$ cat config.mk
export PLATFORM = sky130hd
export DESIGN_NAME = change_dispense_controller
export DESIGN_NICKNAME = d
export VERILOG_FILES = /design/src/rtl/change_dispense_controller.sv
export SDC_FILE = /design/constraint.sdc
export NUM_CORES = 1
export LEC_CHECK = 0
export BUFFER_PORTS_ARGS = -buffer_cell sky130_fd_sc_hd__buf_4
export CAP_MARGIN = 20
export CORE_UTILIZATION = 47
export CTS_CLUSTER_SIZE = 25
export DETAILED_ROUTE_END_ITERATION = 12
export PLACE_DENSITY = 0.74
export SETUP_SLACK_MARGIN = 0.3
export SLEW_MARGIN = 20
export SYNTH_ARGS = -nofsm -noshare
export SYNTH_HDL_FRONTEND = slang
export SYNTH_SLANG_ARGS = --single-unit
$ cat constraint.sdc
create_clock -name clk -period 3.8 [get_ports clk]
set_clock_uncertainty 0.05 [all_clocks]
set_input_delay 0.38 -clock clk [delete_from_list [all_inputs] [get_ports clk]]
set_output_delay 0.38 -clock clk [all_outputs]
set_load 0.01 [all_outputs]
$ cat src/rtl/change_dispense_controller.sv
// Change payout sequencer: splits a change amount greedily into coins and
// drives one-coin-at-a-time req/ack transfers to the coin hopper.
module change_dispense_controller #(
  parameter logic [6:0] COIN0_VAL   = 7'd10,
  parameter logic [6:0] COIN1_VAL   = 7'd5,
  parameter logic [6:0] COIN2_VAL   = 7'd2,
  parameter logic [6:0] COIN3_VAL   = 7'd1,
  parameter logic [7:0] ACK_TIMEOUT = 8'd255
) (
  input  logic       clk,
  input  logic       rst_n,
  input  logic       change_valid,
  input  logic [6:0] change_amount,
  output logic       change_ready,
  input  logic [3:0] hopper_empty,
  output logic       hopper_req,
  output logic [1:0] hopper_sel,
  input  logic       hopper_ack,
  output logic       busy,
  output logic       done,
  output logic       fault,
  output logic [6:0] remaining,
  output logic [6:0] coin_count
);

  localparam int unsigned AMT_W = 7;
  localparam int unsigned TMO_W = 8;
  localparam int unsigned SEL_W = 2;
  localparam logic [AMT_W-1:0] CNT_MAX = {AMT_W{1'b1}};

  localparam logic [2:0] ST_IDLE    = 3'd0;
  localparam logic [2:0] ST_SELECT  = 3'd1;
  localparam logic [2:0] ST_REQ     = 3'd2;
  localparam logic [2:0] ST_RELEASE = 3'd3;
  localparam logic [2:0] ST_DONE    = 3'd4;
  localparam logic [2:0] ST_FAULT   = 3'd5;

  logic [2:0]       state_q, state_d;
  logic [AMT_W-1:0] remaining_q, remaining_d;
  logic [AMT_W-1:0] coin_count_q, coin_count_d;
  logic [SEL_W-1:0] hopper_sel_q, hopper_sel_d;
  logic [TMO_W-1:0] tmo_q, tmo_d;
  logic             change_ready_q, change_ready_d;
  logic             hopper_req_q, hopper_req_d;
  logic             busy_q, busy_d;
  logic             done_q, done_d;
  logic             fault_q, fault_d;
  logic [3:0]       elig_c;

  function automatic logic [AMT_W-1:0] coin_value(input logic [SEL_W-1:0] idx);
    case (idx)
      2'd0:    return COIN0_VAL;
      2'd1:    return COIN1_VAL;
      2'd2:    return COIN2_VAL;
      default: return COIN3_VAL;
    endcase
  endfunction

  // A denomination is usable if its tube has coins and it does not overpay.
  assign elig_c[0] = !hopper_empty[0] && (COIN0_VAL <= remaining_q);
  assign elig_c[1] = !hopper_empty[1] && (COIN1_VAL <= remaining_q);
  assign elig_c[2] = !hopper_empty[2] && (COIN2_VAL <= remaining_q);
  assign elig_c[3] = !hopper_empty[3] && (COIN3_VAL <= remaining_q);

  always_comb begin
    state_d      = state_q;
    remaining_d  = remaining_q;
    coin_count_d = coin_count_q;
    hopper_sel_d = hopper_sel_q;
    tmo_d        = tmo_q;

    case (state_q)
      ST_IDLE: begin
        if (change_valid && change_ready_q) begin
          remaining_d  = change_amount;
          coin_count_d = '0;
          state_d      = ST_SELECT;
        end
      end
      ST_SELECT: begin
        tmo_d = '0;
        if (remaining_q == '0) begin
          state_d = ST_DONE;
        end else if (elig_c[0]) begin
          hopper_sel_d = 2'd0;
          state_d      = ST_REQ;
        end else if (elig_c[1]) begin
          hopper_sel_d = 2'd1;
          state_d      = ST_REQ;
        end else if (elig_c[2]) begin
          hopper_sel_d = 2'd2;
          state_d      = ST_REQ;
        end else if (elig_c[3]) begin
          hopper_sel_d = 2'd3;
          state_d      = ST_REQ;
        end else begin
          state_d = ST_FAULT;
        end
      end
      ST_REQ: begin
        if (hopper_ack) begin
          remaining_d = remaining_q - coin_value(hopper_sel_q);
          if (coin_count_q != CNT_MAX) begin
            coin_count_d = coin_count_q + AMT_W'(1);
          end
          state_d = ST_RELEASE;
        end else begin
          tmo_d = tmo_q + TMO_W'(1);
          if (tmo_d == ACK_TIMEOUT) begin
            state_d = ST_FAULT;
          end
        end
      end
      ST_RELEASE: begin
        if (!hopper_ack) begin
          state_d = ST_SELECT;
        end
      end
      ST_DONE:  state_d = ST_IDLE;
      ST_FAULT: state_d = ST_IDLE;
      default:  state_d = ST_IDLE;
    endcase

    // Outputs are registered straight from the next state so they track it.
    change_ready_d = (state_d == ST_IDLE);
    busy_d         = (state_d != ST_IDLE);
    hopper_req_d   = (state_d == ST_REQ);
    done_d         = (state_d == ST_DONE);
    fault_d        = (state_d == ST_FAULT);
  end

  always_ff @(posedge clk or negedge rst_n) begin
    if (!rst_n) begin
      state_q        <= ST_IDLE;
      remaining_q    <= '0;
      coin_count_q   <= '0;
      hopper_sel_q   <= '0;
      tmo_q          <= '0;
      change_ready_q <= 1'b1;
      hopper_req_q   <= 1'b0;
      busy_q         <= 1'b0;
      done_q         <= 1'b0;
      fault_q        <= 1'b0;
    end else begin
      state_q        <= state_d;
      remaining_q    <= remaining_d;
      coin_count_q   <= coin_count_d;
      hopper_sel_q   <= hopper_sel_d;
      tmo_q          <= tmo_d;
      change_ready_q <= change_ready_d;
      hopper_req_q   <= hopper_req_d;
      busy_q         <= busy_d;
      done_q         <= done_d;
      fault_q        <= fault_d;
    end
  end

  assign change_ready = change_ready_q;
  assign hopper_req   = hopper_req_q;
  assign hopper_sel   = hopper_sel_q;
  assign busy         = busy_q;
  assign done         = done_q;
  assign fault        = fault_q;
  assign remaining    = remaining_q;
  assign coin_count   = coin_count_q;

endmodule

== Word-level counts from Yosys, hierarchy flattened ==
Cells that the tools add are included.
Word-level totals
  register bits: 32
  input bits: 15
  output and inout port bits: 21
  logic and storage cells: 79
Operators by class
  add/subtract/negate cells: 3
  magnitude comparators: 4
  eq/ne operators: 14
  muxes and demuxes: 26
  bitwise operators: 1
  reductions and logical operators: 21
Operator list (count)
  $mux 7: 7
  $pmux 7 s2: 2
  $mux 3: 9
  $pmux 8 s2: 1
  $pmux 3 s4: 1
  $pmux 4 s3: 1
  $eq 3x2->1 const B: 3
  $add 8x1->8 const B: 1
  $eq 8x8->1 const B: 1
  $mux 2: 4
  $mux 8: 1
  $ne 2x2->1 const B: 4
  $add 7x1->7 const B: 1
  $le 1x7->1 const A: 1
  $le 2x7->1 const A: 1
  $le 3x7->1 const A: 1
  $le 4x7->1 const A: 1
  $logic_not 7->1: 1
  $ne 7x7->1 const B: 1
  $sub 7x7->7: 1
  $eq 3x3->1 const B: 2
  $logic_not 3->1: 2
  $reduce_and 3->1: 2
  $logic_and 1x1->1: 5
  11 further kinds: 15

== Logic depth before layout (Yosys ltp) ==
Gate-level depths: netlist of run 1.
  word-level depth: 9
  gate-level depth with buffers: 9
  depth with buffers taken out: 9

== Worst setup path after synthesis of run 1 ==
OpenSTA, ideal clock, no wires.
  path kind: register -> register
  start point: reg remaining_q[4], in the netlist remaining[4]
  end point: reg fault_q, in the netlist fault
  setup time: 0.066 ns
  arrival: 1.915 ns
  setup slack: 1.770 ns
  cell stages (with the launch flop): 6
  buffers on the path: 0
  period minus slack after synthesis: 2.030 ns
  cell sequence: dfrtp_1 or4_1 o211a_1 or4_4 o21ai_4 and2_1
On the way
  longest elaborated chain between the ends: 9
  elaborated cells on any way between the ends: 16
  classes of those cells: order compare: 4; eq/ne: 1; mux: 6; reduce/logical: 5
RTL lines
  start: declaration: line 39  | logic [AMT_W-1:0] remaining_q, remaining_d;
  start signal: assignment: line 146  | remaining_q <= remaining_d;
  $le 1x7->1: line 63  | assign elig_c[3] = !hopper_empty[3] && (COIN3_VAL <= remaining_q);
  $logic_and 1x1->1: line 63
  $mux 3: line 93  | end else if (elig_c[3]) begin
  $mux 3: line 90  | end else if (elig_c[2]) begin
  $mux 3: line 87  | end else if (elig_c[1]) begin
  $mux 3: line 84  | end else if (elig_c[0]) begin
  $mux 3 *: line 82  | if (remaining_q == '0) begin
  $pmux 3 s4 *: line 72  | case (state_q)
  named net state_d[2]: line 38  | logic [2:0] state_q, state_d;
  $eq 3x3->1 *: line 129  | fault_d = (state_d == ST_FAULT);
  named net fault_d: line 47  | logic fault_q, fault_d;
  end signal: assignment: line 154  | fault_q <= fault_d;
  end: declaration: line 47
The timed path passes the listed nets; every way through them passes the cells marked *.
A chain may end at the register's enable or synchronous reset.

== Final worst setup path of run 1 ==
  start point: reg state_q[1]
  end point: reg remaining_q[5], in the netlist remaining[5]
On the way
  longest elaborated chain between the ends: 3
  elaborated cells on any way between the ends: 7
  classes of those cells: eq/ne: 3; mux: 1; reduce/logical: 3
RTL lines
  start: declaration: line 38
  start signal: assignment: line 145  | state_q <= state_d;
  $eq 3x2->1 / $logic_not 3->1 (equally long branches): line 72
  $ne 2x2->1 (no line) / $reduce_bool 2->1 (equally long branches)
  $reduce_and 3->1 (no line)
Parallel ways exist; a longest one is shown, timed or not.

==> results.ini, run 1 <==
[outcome]
status = finished, final reports clean

[place]
post-place-ws_ps = 1420
dp_hpwl_um = 2990
gp_congestion = 0.833
port_buffers = 35

[grt]
grt_pass1_wl_um = 7090
overflow = 0
first_global_vias = 1534
grt_usage_pct = 22.1
grt_max_degree = 33
antenna_found_initial = 0

[sta]
max_freq_ghz = 0.429
tns_ps = 0
slew_headroom_pct = 36.2
hold_viol = 0
drv_slew = 0
rsz0062_at_grt = false
worst_slew_pin_slew_ps = 958
setup_viol = 0
timing.final.crit_share_pct = 61.3
period_minus_slack_ps = 2330
fin_ws_ps = 1470

[logic_synthesis]
synth.avg_cell_area_um2 = 9.32
synth_edf_count = 0
synthArstFlopShare_pct = 100
synth_top_area_share_pct = 41.0
synth_cell_types = 55
syn_nets = 226
ys_ff_latch = 32
yosysMostFrequentCell = dfrtp_1
synthCells = 203
synth_top_area_cell = dfrtp_1
yosysWarningCount = 0
synth-main-ff-cell = dfrtp_1
synthTopCellsByCount = dfrtp_1, nor2_1, a21oi_1
syn_area_um2 = 1890
seq_area_frac_synth_pct = 42.4
synthTopCellsByArea = dfrtp_1, ha_1, a21oi_1, o21ai_0, nor2_1

[clock_tree]
clockBufferDepth = 2
cts_root_buf = clkbuf_8
clkTransAtPathRegs_ps = 70
clock-sinks = 32
cts_tree = yes
htreeDepth = 2
ctsResizeCount = 0
clk_latency_ps = 290
post-cts-setup-buffers = 0
cts_hold_buf = 1
cts_made_buffers = 5

[route]
dr_total_vias = 1651
drt_iter0_drc = 111
dr.pass1.iters = 4
wirelength_um = 4120
drtAntennaViolNets = 0
vias_per_cell = 5.77
wl_per_cell_um = 14.4
drc = 0

[setup_path]
crit_fanout = 14
crit_start = state_q[1]$_DFF_PN0_
worstReg2RegStart = state_q[1]$_DFF_PN0_
cp-end-kind = register
crit_type = reg2reg
crit_path_start_kind = register
worstPathRequired_ps = 3900
cp.arrival_ps = 2430

[die]
start_util_pct = 50.2
fp.coreArea_um2 = 3770
die_h_um = 65.4
die_x_um = 65.4
ios = 36
row_count = 22
dieArea_um2 = 4280

[final_layout]
diodes = 0
areaGrowthSynthToFinish_pct = 21.0
drive_gt1_share_pct = 23.1
final_nets = 260

[pwr]
powerDensity_nw_per_um2 = 737
vdd_drop_max_mv = 0.389
p_leak_nw = 1.03

[job]
maxCapViolCount = 0

[min_path]
min_from = change_amount[0]
hp-class = in2reg

cells by family (layout without fill, tap and decap cells):
group,after synthesis,after routing,synth area share [%]
AO/OA/AOI/OAI,63,63,22.8
buffers and inverters,17,52,3.51
AND/OR/NAND/NOR,74,74,21.2
XOR/XNOR,6,6,2.78
multiplexers,3,3,1.59
flip-flops,32,32,42.4
adder cells (fa/ha/maj),8,8,5.69
metal layers:
layer | GRT usage (%) | vias up | part of all wire, %
met2 | 33.2 | 55 | 45
met1 | 29.5 | 769 | 47
li1 | - | 816 | -
met4 | 10.1 | 0 | 2.4
met5 | 0 | - | 0
met3 | 5.90 | 11 | 5.0
placed cells by master, fill, tap and decap left out, types with 2 or more instances in the layout:
| cell | synthesis | routed |
|---|---|---|
| nand2b_1 | 3 | 3 |
| a2111oi_0 | 2 | 2 |
| nor2b_1 | 7 | 7 |
| mux2i_1 | 3 | 3 |
| and2_1 | 2 | 2 |
| clkbuf_8 | 0 | 7 |
| nor2_1 | 18 | 18 |
| dfrtp_1 | 31 | 31 |
| a22oi_1 | 2 | 2 |
| ha_1 | 7 | 7 |
| a41oi_1 | 2 | 2 |
| nand2_1 | 14 | 14 |
| o31a_2 | 2 | 2 |
| nor3_1 | 3 | 3 |
| nand4_1 | 4 | 4 |
| nor4_1 | 3 | 3 |
| a31oi_1 | 3 | 3 |
| xor2_1 | 6 | 6 |
| or2_2 | 2 | 2 |
| or4_1 | 2 | 2 |
| nand3_1 | 6 | 6 |
| o21ai_0 | 14 | 14 |
| a211oi_1 | 5 | 5 |
| a21oi_1 | 15 | 15 |
| inv_1 | 8 | 8 |
| buf_4 | 0 | 35 |
| or3b_1 | 2 | 2 |
sequential cells by signal (all words and copies together), names as in the netlist:
name / flops
tmo_q: 8
coin_count: 7
remaining: 7
state_q: 3
hopper_sel: 2
busy: 1
change_ready: 1
done: 1
fault: 1
hopper_req: 1
layout make-up:
type                            count  area [um2]
Clock buffer                        8         100
Fill cell                         341        1480
Inverter                            8        30.0
Multi-Input combinational cell    154        1020
Sequential cell                    32         802
Tap cell                           48        60.1
Timing Repair Buffer               36         273
per-stage QoR:
stage | utilization [%] | area (um2) | hold WS, ps | total power [mW] | cells
2_1_floorplan | - | 1890 | 34.4 | 1.14 | 203
3_3_place_gp | 57.8 | 2180 | 289 | 1.39 | 277
3_5_place_dp | 57.8 | 2180 | 292 | 1.40 | 277
4_1_cts | 60.7 | 2290 | 304 | 1.70 | 286
5_1_grt | 60.7 | 2290 | 325 | 1.85 | 286
6_report | 60.7 | 2290 | 311 | 1.69 | 286
worst max-delay path, stage by stage (launching register included):
cell,delay [ps]
dfrtp_1,370
nor2b_1,340
nor2b_1,580
a21oi_1,450
o21bai_1,280
o2bb2ai_1,130
path summary, 6_finish.rpt:
check / to / slack [ps] / cells after the start
max in group asynchronous: change_ready$_DFF_PN1_ / 2860 / 2
min in group asynchronous: tmo_q[3]$_DFFE_PN0P_ / 520 / 2
worst max-delay path: remaining[5]$_DFFE_PN0P_ / 1470 / 5
worst min register to register: tmo_q[7]$_DFFE_PN0P_ / 430 / 1
worst max register to register: remaining[5]$_DFFE_PN0P_ / 1470 / 5
worst min-delay path: remaining[0]$_DFFE_PN0P_ / 310 / 3
where the power goes:
group | total [mW] | switching (mW) | internal, mW
logic | 0.801 | 0.437 | 0.364
clock network | 0.290 | 0.124 | 0.165
registers | 0.596 | 0.146 | 0.450
total | 1.69 | 0.708 | 0.980
Note: power is estimated with default switching activity, not from simulation.
==> run 2: changes to the inputs <==
PLACE_DENSITY = 0.77   (was 0.74)
clock period = 2 ns   (was 3.8 ns; I/O delays follow)
==> run 2 against run 1 <==
Compared with the run above:
- the run now ends with setup timing left
- critical endpoint is now fault$_DFF_PN0_
- core utilization is 19 points higher
- worst setup slack worse by 1600 ps
- highest routed layer unchanged
- first-iteration DRC count grew 150%
- total power grew to 2.8 times the previous value
==> results.ini, run 2 (synthesized netlist as in run 1, its figures left out) <==
[sta]
hold_viol = 0  ; unchanged
fin_ws_ps = -115  ; was 1470 ps
period_minus_slack_ps = 2110  ; was 2330 ps
max_freq_ghz = 0.473  ; was 0.429 GHz
slew_headroom_pct = 69.1  ; was 36.2%
drv_slew = 0  ; unchanged
timing.final.crit_share_pct = 106  ; was 61.3%
setup_viol = 6  ; was 0
rsz0062_at_grt = true  ; was false
tns_ps = -359  ; was 0 ps
worst_slew_pin_slew_ps = 463  ; was 958 ps

[outcome]
violations = setup timing
status = finished, violations left  ; was finished, final reports clean

[setup_path]
cp-end-kind = register  ; unchanged
slowest_stage = or4_4  ; was nor2b_1
worst-path-stages = 5  ; unchanged
cp_cell_sequence = or4_4 -> o211a_4 -> or4_4 -> o21ai_4 -> and2_1  ; was nor2b_1 -> nor2b_1 -> a21oi_1 -> o21bai_1 -> o2bb2ai_1
critPathTopFamily = simple AND/OR/NAND/NOR gates  ; unchanged
cpPeakStageDelay_ps = 530  ; was 580 ps
crit_path_start_kind = register  ; unchanged
r2r_cells = 5  ; unchanged
cp.arrival_ps = 2290  ; was 2430 ps
worstPathRequired_ps = 2180  ; was 3900 ps
cp_common_cell = or4_4  ; was nor2b_1
crit_fanout = 4  ; was 14
crit_type = reg2reg  ; unchanged
worst-path-buf-inv = 0  ; unchanged

[grt]
grt_max_degree = 33  ; unchanged
overflow = 0  ; unchanged
grt_usage_pct = 27.2  ; was 22.1%
grt_pass1_wl_um = 8690  ; was 7090 um
antenna_found_initial = 0  ; unchanged
first_global_vias = 1836  ; was 1534

[die]
start_util_pct = 50.2  ; unchanged
dieArea_um2 = 4280  ; unchanged
die_h_um = 65.4  ; unchanged
row_count = 22  ; unchanged
fp.coreArea_um2 = 3770  ; unchanged
ios = 36  ; unchanged
die_x_um = 65.4  ; unchanged

[route]
drt_iter0_drc = 274  ; was 111
dr_total_vias = 2022  ; was 1651
wirelength_um = 6280  ; was 4120 um
drc = 0  ; unchanged
vias_per_cell = 6.15  ; was 5.77
drtAntennaViolNets = 0  ; unchanged
dr.pass1.iters = 4  ; unchanged
wl_per_cell_um = 19.1  ; was 14.4 um

[final_layout]
final_cells = 329  ; was 286
final_common_cell = buf_4  ; unchanged
largest_register_ffs = 8  ; unchanged
areaGrowthSynthToFinish_pct = 59.7  ; was 21.0%
largest-register = tmo_q  ; unchanged
final_nets = 303  ; was 260
drive_gt1_share_pct = 57.3  ; was 23.1%
diodes = 0  ; unchanged
finalCoreUtilization_pct = 80.1  ; was 60.7%
final_cell_mix = buf_4, dfrtp_1, nor2_1  ; unchanged

[clock_tree]
clockBufferDepth = 2  ; unchanged
clock-sinks = 32  ; unchanged
cts_tree = yes  ; unchanged
htreeDepth = 2  ; unchanged
cts_root_buf = clkbuf_8  ; unchanged
cts_made_buffers = 5  ; unchanged
clk_latency_ps = 290  ; about the same
clkTransAtPathRegs_ps = 70  ; about the same

[pwr]
p_leak_nw = 1.30  ; was 1.03 nW
fin_total_pwr_mw = 4.72  ; was 1.69 mW
vdd_drop_max_mv = 1.15  ; was 0.389 mV
powerDensity_nw_per_um2 = 1560  ; was 737 nW/um2

[place]
dp_hpwl_um = 3390  ; was 2990 um
gp_congestion = 0.867  ; was 0.833
port_buffers = 35  ; unchanged
placedCellCount = 299  ; was 277

[job]
maxCapViolCount = 0  ; unchanged

[min_path]
whs_path_depth = 3  ; unchanged
hp-class = in2reg  ; unchanged

[run 2: cell types whose count changed in the layout (fill, tap and decap cells not counted), moves of 5 or more]
| cell | previous run | this run |
|---|---|---|
| a21oi_1 | 15 | 5 |
| a21oi_2 | 0 | 9 |
| buf_4 | 35 | 66 |
| buf_6 | 0 | 10 |
| dfrtp_1 | 31 | 25 |
| dfrtp_2 | 0 | 6 |
| ha_1 | 7 | 1 |
| ha_4 | 0 | 5 |
| nor2_1 | 18 | 13 |
| o21ai_0 | 14 | 3 |
| o21ai_1 | 1 | 8 |
[run 2: final cells by class]
class                      instances  area [um2]
multi-input combinational        154        1390
clock buffer                       7        76.3
fill                             220         749
timing repair buffer              79         653
inverter                           8        30.0
tap                               48        60.1
clock inverter                     1        5.00
sequential                        32         810
[run 2: path summary, 6_finish.rpt]
path | start | to | slack [ps]
min reg2reg | tmo_q[7]$_DFFE_PN0P_ | tmo_q[7]$_DFFE_PN0P_ | 530
min in group asynchronous | rst_n | remaining[2]$_DFFE_PN0P_ | 330
max reg2reg | remaining[4]$_DFFE_PN0P_ | fault$_DFF_PN0_ | -110
min | change_amount[3] | remaining[3]$_DFFE_PN0P_ | 150
max | remaining[4]$_DFFE_PN0P_ | fault$_DFF_PN0_ | -110
max in group asynchronous | rst_n | change_ready$_DFF_PN1_ | 1240
[run 2: per-stage QoR]
stage	setup WS (ps)	hold WS [ps]	instance area, um2
2_1_floorplan	-7.59	-146	1940
3_3_place_gp	-5.59	112	2380
3_5_place_dp	-73.5	114	2380
4_1_cts	-31.2	125	2770
5_1_grt	-163	149	3020
6_report	-115	154	3020
[run 2: per-layer routing]
layer  share of wire, %  vias to the layer above  wire, um  global-route usage, %
met2                 50                       98      3140                   43.6
met3                6.6                       24       412                   6.42
li1                   -                      899         -                      -
met5                  0                        -         0                      0
met1                 40                     1001      2520                   35.3
met4                3.3                        0       204                   10.6
[run 2: what timing repair did]
action                                  4_1_cts  5_1_grt
resized for setup                            60       37
hold buffers                                  1        0
buffers inserted                              9       12
pin swaps                                    11       18
hold endpoints to repair                     31        0
endpoints found under the setup margin       24       32
[run 2: where the power goes]
part           switching [mW]  internal, mW  total, mW
clock network           0.241         0.244      0.485
logic                    1.50          1.58       3.07
registers               0.293         0.866       1.16
total                    2.03          2.69       4.72
[run 2: worst min-delay path, stage by stage]
cell and delay [ps]:
buf_4 80, mux2i_1 50, o21ai_1 120
